### src/rtl/alu_pkg.sv
// alu_pkg: shared opcode, state and flag types for alu_seq
package alu_pkg;
  typedef enum logic [3:0] {
    OP_ADD, OP_SUB, OP_MUL, OP_DIV, OP_SHL, OP_SHR, OP_ROL, OP_ROR,
    OP_AND, OP_OR, OP_XOR, OP_NOR, OP_NAND, OP_XNOR, OP_GT, OP_EQ
  } op_e;
  typedef enum logic [1:0] {S_IDLE, S_MUL, S_DIV, S_DONE} state_e;
  typedef struct packed {
    logic carry;
    logic zero;
    logic neg;
    logic ovf;
    logic dz;
  } flags_t;
  localparam int FLG_CARRY = 4;
  localparam int FLG_ZERO = 3;
  localparam int FLG_NEG = 2;
  localparam int FLG_OVF = 1;
  localparam int FLG_DZ = 0;
endpackage

### src/rtl/alu_seq_if.sv
// alu_seq_if: operand and result valid/ready bundle for alu_seq
interface alu_seq_if
  import alu_pkg::*;
#(
  parameter int WIDTH = 16
);
  logic in_valid, in_ready, out_valid, out_ready;
  op_e op;
  logic [WIDTH-1:0] a, b, result, result_hi;
  flags_t flags;
  modport master (
    output in_valid, op, a, b, out_ready,
    input in_ready, out_valid, result, result_hi, flags
  );
  modport slave (
    input in_valid, op, a, b, out_ready,
    output in_ready, out_valid, result, result_hi, flags
  );
endinterface

### src/rtl/alu_muldiv_iter.sv
// alu_muldiv_iter: one-bit-per-cycle shift-add multiplier and restoring divider
module alu_muldiv_iter #(
  parameter int WIDTH = 16
) (
  input  logic             clk,
  input  logic             rst_n,
  input  logic             start,
  input  logic             is_div,
  input  logic [WIDTH-1:0] a,
  input  logic [WIDTH-1:0] b,
  output logic             busy,
  output logic             done,
  output logic [WIDTH-1:0] lo,
  output logic [WIDTH-1:0] hi
);
  localparam int CW = $clog2(WIDTH + 1);
  logic [CW-1:0] cnt_q, cnt_d;
  logic div_q, div_d;
  logic [WIDTH-1:0] lo_q, lo_d, hi_q, hi_d, m_q, m_d;
  logic [WIDTH:0] add, shl, trial;
  assign busy = cnt_q != '0;
  assign done = busy && cnt_q == CW'(1);
  assign lo = lo_q;
  assign hi = hi_q;
  assign add = {1'b0, hi_q} + {1'b0, (lo_q[0] ? m_q : {WIDTH{1'b0}})};
  assign shl = {hi_q, lo_q[WIDTH-1]};
  assign trial = shl - {1'b0, m_q};
  // {hi,lo} is the product accumulator for MUL, {remainder,quotient} for DIV
  always_comb begin
    cnt_d = cnt_q;
    div_d = div_q;
    lo_d = lo_q;
    hi_d = hi_q;
    m_d = m_q;
    if (start) begin
      cnt_d = CW'(WIDTH);
      div_d = is_div;
      lo_d = a;
      hi_d = '0;
      m_d = b;
    end else if (busy) begin
      cnt_d = cnt_q - CW'(1);
      hi_d = div_q ? (trial[WIDTH] ? shl[WIDTH-1:0] : trial[WIDTH-1:0]) : add[WIDTH:1];
      lo_d = div_q ? {lo_q[WIDTH-2:0], ~trial[WIDTH]} : {add[0], lo_q[WIDTH-1:1]};
    end
  end
  always_ff @(posedge clk or negedge rst_n) begin
    if (!rst_n) begin
      cnt_q <= '0;
      div_q <= 1'b0;
      lo_q <= '0;
      hi_q <= '0;
      m_q <= '0;
    end else begin
      cnt_q <= cnt_d;
      div_q <= div_d;
      lo_q <= lo_d;
      hi_q <= hi_d;
      m_q <= m_d;
    end
  end
endmodule

### src/rtl/alu_seq.sv
// alu_seq: multi-cycle ALU with valid/ready handshakes, status flags and
// iterative full-precision multiply/divide
module alu_seq
  import alu_pkg::*;
#(
  parameter int WIDTH = 16,
  localparam int SHW = $clog2(WIDTH)
) (
  input logic clk,
  input logic rst_n,
  alu_seq_if.slave bus
);
  logic [1:0] sync_q, sync_d;
  logic rst_s_n;
  state_e state_q, state_d;
  op_e op_q, op_d;
  logic sel_q, sel_d;
  logic [WIDTH-1:0] res_q, res_d, hi_q, hi_d, alu_r, alu_h, md_lo, md_hi, rol, ror;
  flags_t flg_q, flg_d, alu_f, md_f;
  logic accept, start, md_busy, md_done, in_ready, out_valid;
  logic [SHW-1:0] sh;
  logic [WIDTH:0] sum, dif, sl, sr;
  // assertion clears everything at once, release waits two edges
  assign sync_d = {sync_q[0], 1'b1};
  assign rst_s_n = sync_q[1];
  always_ff @(posedge clk or negedge rst_n) begin
    if (!rst_n) sync_q <= '0;
    else sync_q <= sync_d;
  end
  assign sh = bus.b[SHW-1:0];
  assign accept = bus.in_valid && in_ready;
  assign start = accept && (bus.op == OP_MUL || (bus.op == OP_DIV && bus.b != '0));
  assign sum = {1'b0, bus.a} + {1'b0, bus.b};
  assign dif = {1'b0, bus.a} - {1'b0, bus.b};
  assign sl = {1'b0, bus.a} << sh;
  assign sr = {bus.a, 1'b0} >> sh;
  assign rol = (bus.a << sh) | (bus.a >> (WIDTH - int'(sh)));
  assign ror = (bus.a >> sh) | (bus.a << (WIDTH - int'(sh)));
  always_comb begin
    alu_r = '0;
    alu_h = '0;
    alu_f = '0;
    case (bus.op)
      OP_ADD: begin
        alu_r = sum[WIDTH-1:0];
        alu_f.carry = sum[WIDTH];
        alu_f.ovf = (bus.a[WIDTH-1] == bus.b[WIDTH-1]) && (sum[WIDTH-1] != bus.a[WIDTH-1]);
      end
      OP_SUB: begin
        alu_r = dif[WIDTH-1:0];
        alu_f.carry = dif[WIDTH];
        alu_f.ovf = (bus.a[WIDTH-1] != bus.b[WIDTH-1]) && (dif[WIDTH-1] != bus.a[WIDTH-1]);
      end
      OP_DIV: begin
        alu_r = '1;
        alu_h = bus.a;
        alu_f.dz = 1'b1;
      end
      OP_SHL: begin
        alu_r = sl[WIDTH-1:0];
        alu_f.carry = sl[WIDTH];
      end
      OP_SHR: begin
        alu_r = sr[WIDTH:1];
        alu_f.carry = sr[0];
      end
      OP_ROL: begin
        alu_r = rol;
        alu_f.carry = sh != '0 && rol[0];
      end
      OP_ROR: begin
        alu_r = ror;
        alu_f.carry = sh != '0 && ror[WIDTH-1];
      end
      OP_AND: alu_r = bus.a & bus.b;
      OP_OR: alu_r = bus.a | bus.b;
      OP_XOR: alu_r = bus.a ^ bus.b;
      OP_NOR: alu_r = ~(bus.a | bus.b);
      OP_NAND: alu_r = ~(bus.a & bus.b);
      OP_XNOR: alu_r = ~(bus.a ^ bus.b);
      OP_GT: alu_r = WIDTH'(bus.a > bus.b);
      OP_EQ: alu_r = WIDTH'(bus.a == bus.b);
      default: alu_r = '0;
    endcase
    alu_f.zero = alu_r == '0;
    alu_f.neg = alu_r[WIDTH-1];
  end
  alu_muldiv_iter #(.WIDTH(WIDTH)) u_md (
    .clk(clk),
    .rst_n(rst_s_n),
    .start(start),
    .is_div(bus.op == OP_DIV),
    .a(bus.a),
    .b(bus.b),
    .busy(md_busy),
    .done(md_done),
    .lo(md_lo),
    .hi(md_hi)
  );
  always_ff @(posedge clk or negedge rst_s_n) begin
    if (!rst_s_n) state_q <= S_IDLE;
    else state_q <= state_d;
  end
  always_comb begin
    state_d = state_q;
    case (state_q)
      S_IDLE: if (accept) state_d = (bus.op == OP_MUL) ? S_MUL : start ? S_DIV : S_DONE;
      S_MUL, S_DIV: if (md_done) state_d = S_DONE;
      S_DONE: if (bus.out_ready) state_d = S_IDLE;
      default: state_d = S_IDLE;
    endcase
  end
  always_comb begin
    in_ready = state_q == S_IDLE && !md_busy;
    out_valid = state_q == S_DONE;
  end
  // iterative results are read straight from the idle datapath, which holds them
  always_comb begin
    op_d = accept ? bus.op : op_q;
    sel_d = accept ? start : sel_q;
    res_d = (accept && !start) ? alu_r : res_q;
    hi_d = (accept && !start) ? alu_h : hi_q;
    flg_d = (accept && !start) ? alu_f : flg_q;
    md_f = '0;
    md_f.carry = op_q == OP_MUL && |md_hi;
    md_f.zero = md_lo == '0;
    md_f.neg = md_lo[WIDTH-1];
  end
  always_ff @(posedge clk or negedge rst_s_n) begin
    if (!rst_s_n) begin
      op_q <= OP_ADD;
      sel_q <= 1'b0;
      res_q <= '0;
      hi_q <= '0;
      flg_q <= '0;
    end else begin
      op_q <= op_d;
      sel_q <= sel_d;
      res_q <= res_d;
      hi_q <= hi_d;
      flg_q <= flg_d;
    end
  end
  assign bus.in_ready = in_ready;
  assign bus.out_valid = out_valid;
  assign bus.result = sel_q ? md_lo : res_q;
  assign bus.result_hi = sel_q ? md_hi : hi_q;
  assign bus.flags = sel_q ? md_f : flg_q;
endmodule

### src/flat_wrapper.sv
// flat-port wrapper written by rule: the top's interface ports become plain ports
module alu_seq_flat import alu_pkg::*;
#(
  parameter int WIDTH = 16,
  localparam int SHW = $clog2(WIDTH)
)
  (clk, rst_n, bus_in_valid, bus_op, bus_a, bus_b, bus_out_ready, bus_in_ready, bus_out_valid, bus_result, bus_result_hi, bus_flags);
  alu_seq_if #(.WIDTH(WIDTH)) bus_i ();
  input logic clk;
  input logic rst_n;
  input wire logic [$bits(bus_i.in_valid)-1:0] bus_in_valid;
  input wire logic [$bits(bus_i.op)-1:0] bus_op;
  input wire logic [$bits(bus_i.a)-1:0] bus_a;
  input wire logic [$bits(bus_i.b)-1:0] bus_b;
  input wire logic [$bits(bus_i.out_ready)-1:0] bus_out_ready;
  output wire logic [$bits(bus_i.in_ready)-1:0] bus_in_ready;
  output wire logic [$bits(bus_i.out_valid)-1:0] bus_out_valid;
  output wire logic [$bits(bus_i.result)-1:0] bus_result;
  output wire logic [$bits(bus_i.result_hi)-1:0] bus_result_hi;
  output wire logic [$bits(bus_i.flags)-1:0] bus_flags;
  assign bus_i.in_valid = bus_in_valid;
  assign bus_i.op = bus_op;
  assign bus_i.a = bus_a;
  assign bus_i.b = bus_b;
  assign bus_i.out_ready = bus_out_ready;
  assign bus_in_ready = bus_i.in_ready;
  assign bus_out_valid = bus_i.out_valid;
  assign bus_result = bus_i.result;
  assign bus_result_hi = bus_i.result_hi;
  assign bus_flags = bus_i.flags;
  alu_seq #(.WIDTH(WIDTH)) u_core (.clk(clk), .rst_n(rst_n), .bus(bus_i));
endmodule
### config.mk
export PLATFORM = sky130hd
export DESIGN_NAME = alu_seq_flat
export DESIGN_NICKNAME = d
export VERILOG_FILES = /design/src/rtl/alu_pkg.sv /design/src/rtl/alu_seq_if.sv /design/src/rtl/alu_muldiv_iter.sv /design/src/rtl/alu_seq.sv /design/src/flat_wrapper.sv
export SDC_FILE = /design/constraint.sdc
export NUM_CORES = 1
export LEC_CHECK = 0
export CORE_MARGIN = 4
export CORE_UTILIZATION = 45
export CTS_BUF_LIST = sky130_fd_sc_hd__clkbuf_16
export DETAILED_ROUTE_END_ITERATION = 16
export PLACE_DENSITY = 0.65
export SETUP_SLACK_MARGIN = 0.02
export SLEW_MARGIN = 20
export SYNTH_ARGS = -nofsm -noshare
export SYNTH_HDL_FRONTEND = slang
export SYNTH_SLANG_ARGS = --single-unit
### constraint.sdc
create_clock -name clk -period 3.65 [get_ports clk]
set_input_delay 0.73 -clock clk [delete_from_list [all_inputs] [get_ports clk]]
set_output_delay 0.73 -clock clk [all_outputs]
set_load 0.02 [all_outputs]
==> flow_metrics.tcl <==
set metrics [dict create \
    clk_pin_slew_worst_paths_ns 0.08 \
    r2r_slack_ns 0.24 \
    pin_count 79 \
    maxCapViolations 0 \
    area_growth_pct 37.84 \
    grt_start_max_net_pins 74 \
    yosysTopAreaCellShare 0.1961 \
    grt_pass1_wl_microns 90160 \
    yosys.area.top_type "dfrtp_1" \
    worstPathArrival_ns 3.95 \
    start_util 0.4561 \
    cts_root_buf "clkbuf_16" \
    antenna_found_initial 2 \
    multi_input_area_sq_mm 0.009644 \
    core_sq_mm 0.02771 \
    overflow 0 \
    hold_viol 0 \
    violations "negative setup slack" \
    clk_latency_ns 0.35 \
    rsz0062_at_grt "true" \
    remaining_drc_errors 0 \
    cp.required_ns 3.92 \
    endpoint_kind "register" \
    outcome "finished with violations" \
    synth_async_sr_flop_share 1.000 \
    ys_top_cells_by_count "nand2_1 (167), o21ai_0 (118), nor2_1 (102)" \
    worstSetupPathType "input pin to register" \
    fin_nets 2112 \
    r2r_end "u_core.u_md.hi[15]" \
    fin_crit_ns 3.676 \
    vias 14819 \
    drt-pass1-iter-count 5 \
    rows 61 \
    yosys_warnings 0 \
    via_per_inst 6.269 \
    grt_pass1_vias 14780 \
    wl_per_cell_microns 25.19 \
    gp_congestion 1.070 \
    htreeDepth 3 \
    combPwrFrac 0.683 \
    internal_power_w 0.005118 \
    synth_most_common_cell "nand2_1" \
    slew_headroom 0.2872 \
    synth-edff-count 0 \
    cts_buffer_depth 2 \
    grt_usage 0.3780 \
    hold_class "register to asynchronous set/reset pin" \
    share_seq_of_total_power 0.215 \
    p_leak_nw 7.845 \
    cts_tree "built" \
    drtIter0Drc 1502 \
    hpwlAfterDp_microns 48580 \
    drv_slew 0 \
    power.total_w 0.009514 \
    syn_area_sq_mm 0.01264 \
    netlist_instances 1579 \
    regArea_sq_mm 0.002482 \
    fill_cells 2485 \
    synthesis.nets 1710 \
    synth_area_per_cell_sq_um 8.002 \
    finalSetupViolations 1 \
    die_height_microns 175.6 \
    worst_slack_ns -0.02596 \
    fin_area_sq_mm 0.01742 \
    wirelength_microns 59540 \
    p_sw_frac 0.4621 \
    fin_skew_ns 0.01484 \
    clkPwrFrac 0.101 \
    crit_path_start_kind "input pin" \
    layout-drive-gt1-share 0.3102 \
    ant_nets 0 \
    power.density_mw_per_mm2 546.3 \
    cts_hold_buf 0 \
    yosys_register_bits 99 \
    die_x_microns 175.6 \
    n_antenna_cell 0 \
    period_share 1.007 \
    placed_cell_area_sq_mm 0.01676 \
    io_buffer_count 78 \
    dieArea_sq_mm 0.03082 \
    synth_cell_types 90 \
    r2r_cells 14 \
    ys.flop_type "dfrtp_1" \
    clock-sinks 99 \
    fmax_mhz 272.0 \
    synth_area_leaders "dfrtp_1 (20%), ha_1 (8.6%), mux2_2 (6.1%), mux2i_1 (5.3%), nand2_1 (5.0%)" \
    p_switching_w 0.004397 \
    numCtsBuffers 9 \
    ys_seq_area_frac 0.1961 \
    path_max_fanout 5 \
    worst_slew_pin_slew_ns 1.055 \
    timing.rr.start "u_core.u_md.lo[0]" \
    peakVddDrop_mv 0.3492 \
]
-- sequential cells by signal, indices dropped and copies added (netlist names) --
name               cells
u_core.hi_q           16
u_core.u_md.hi        16
u_core.u_md.lo        16
u_core.u_md.m_q       16
u_core.res_q          15
u_core.flg_q           5
u_core.u_md.cnt_q      5
u_core.op_q            4
u_core.state_q         2
u_core.sync_q          2
u_core.sel_q           1
u_core.u_md.div_q      1
-- final cells by class --
type,instances,area share
multi-input combinational,1270,0.5537
timing repair buffer,509,0.2394
sequential,99,0.1425
tap,378,0.02716
inverter,92,0.02011
clock buffer,9,0.01293
clock inverter,7,0.004095
-- kinds of logic after synthesis --
| group | count (synthesis) | share of synthesized area |
|---|---|---|
| AOI/OAI and AO/OA | 457 | 0.2438 |
| buffers and inverters | 210 | 0.06793 |
| DFF | 99 | 0.1961 |
| and+or+nand+nor | 517 | 0.2038 |
| adders and majority gates | 91 | 0.09248 |
| muxes | 168 | 0.1707 |
| other | 1 | 0.0002968 |
| xor gates and xnor gates | 36 | 0.02495 |
-- power by group through the flow --
stage | sequential, W | combinational (W) | clock (W)
2_1_floorplan | 0.00185 | 0.00419 | 0
3_3_place_gp | 0.00203 | 0.00615 | 0
3_5_place_dp | 0.00204 | 0.00627 | 0
4_1_cts | 0.00202 | 0.00635 | 0.000969
5_1_grt | 0.00210 | 0.00703 | 0.00101
6_report | 0.00205 | 0.00650 | 0.000965
-- critical path, stage by stage --
cell             delay, ns
clkdlybuf4s50_1       0.43
buf_4                 0.19
mux2_4                0.29
buf_4                 0.17
mux4_1                0.58
a211o_1               0.40
or3_2                 0.47
a21o_1                0.22
a211oi_4              0.21
nand4_1               0.11
o21ai_1               0.14
-- cell usage in the layout, fill, tap and decap left out, types with 31 or more instances in the layout --
| cell type | n |
|---|---|
| inv_1 | 88 |
| mux2_2 | 66 |
| ha_1 | 84 |
| nor3_1 | 31 |
| mux2i_1 | 67 |
| clkdlybuf4s50_1 | 65 |
| dfrtp_1 | 97 |
| nand2_1 | 166 |
| a21oi_1 | 78 |
| buf_4 | 410 |
| nor2_1 | 100 |
| o21ai_0 | 112 |
-- per-layer routing --
metal | vias to the layer above | share of wire | wire length [microns] | GRT usage
met1 | 7191 | 0.38 | 22880 | 0.4633
li1 | 6674 | - | - | -
met2 | 731 | 0.48 | 28530 | 0.6399
met3 | 221 | 0.066 | 3914 | 0.04778
met5 | - | 0.00018 | 11 | 0
met4 | 2 | 0.071 | 4212 | 0.2186
-- worst max-delay path by stage --
stage / startpoint / to / slack [ns] / cells past startpoint
final: bus_a[3] / u_core.flg_q[3] / -0.03 / 11
after global routing: bus_b[6] / u_core.flg_q[3] / -0.09 / 14
after CTS: bus_b[2] / u_core.flg_q[3] / 0.01 / 12
after detailed placement: bus_b[1] / u_core.flg_q[3] / -0.63 / 15
after global placement: bus_b[4] / u_core.flg_q[3] / -0.58 / 14
after floorplan: bus_b[1] / u_core.flg_q[3] / 0.02 / 14
-- what timing repair did --
action	4_1_cts	5_1_grt
buffers inserted	8	3
pin swaps	4	14
endpoints found under the setup margin	23	24
resized for setup	41	37
-- stage by stage --
stage                     setup WS, ns  instances    util  TNS [ns]  hold WS [ns]
after CTS                      0.01351       2362  0.6222         0        0.2585
final                         -0.02596       2364  0.6286  -0.02596        0.2448
after global routing          -0.08757       2364  0.6286   -0.1189        0.2805
after global placement         -0.5760       2338  0.6049    -12.23        0.2481
after detailed placement       -0.6282       2338  0.6049    -14.23        0.2527
after floorplan                0.02363       1579       -         0        0.3312
No activity file was read; power rests on OpenSTA's default activity.
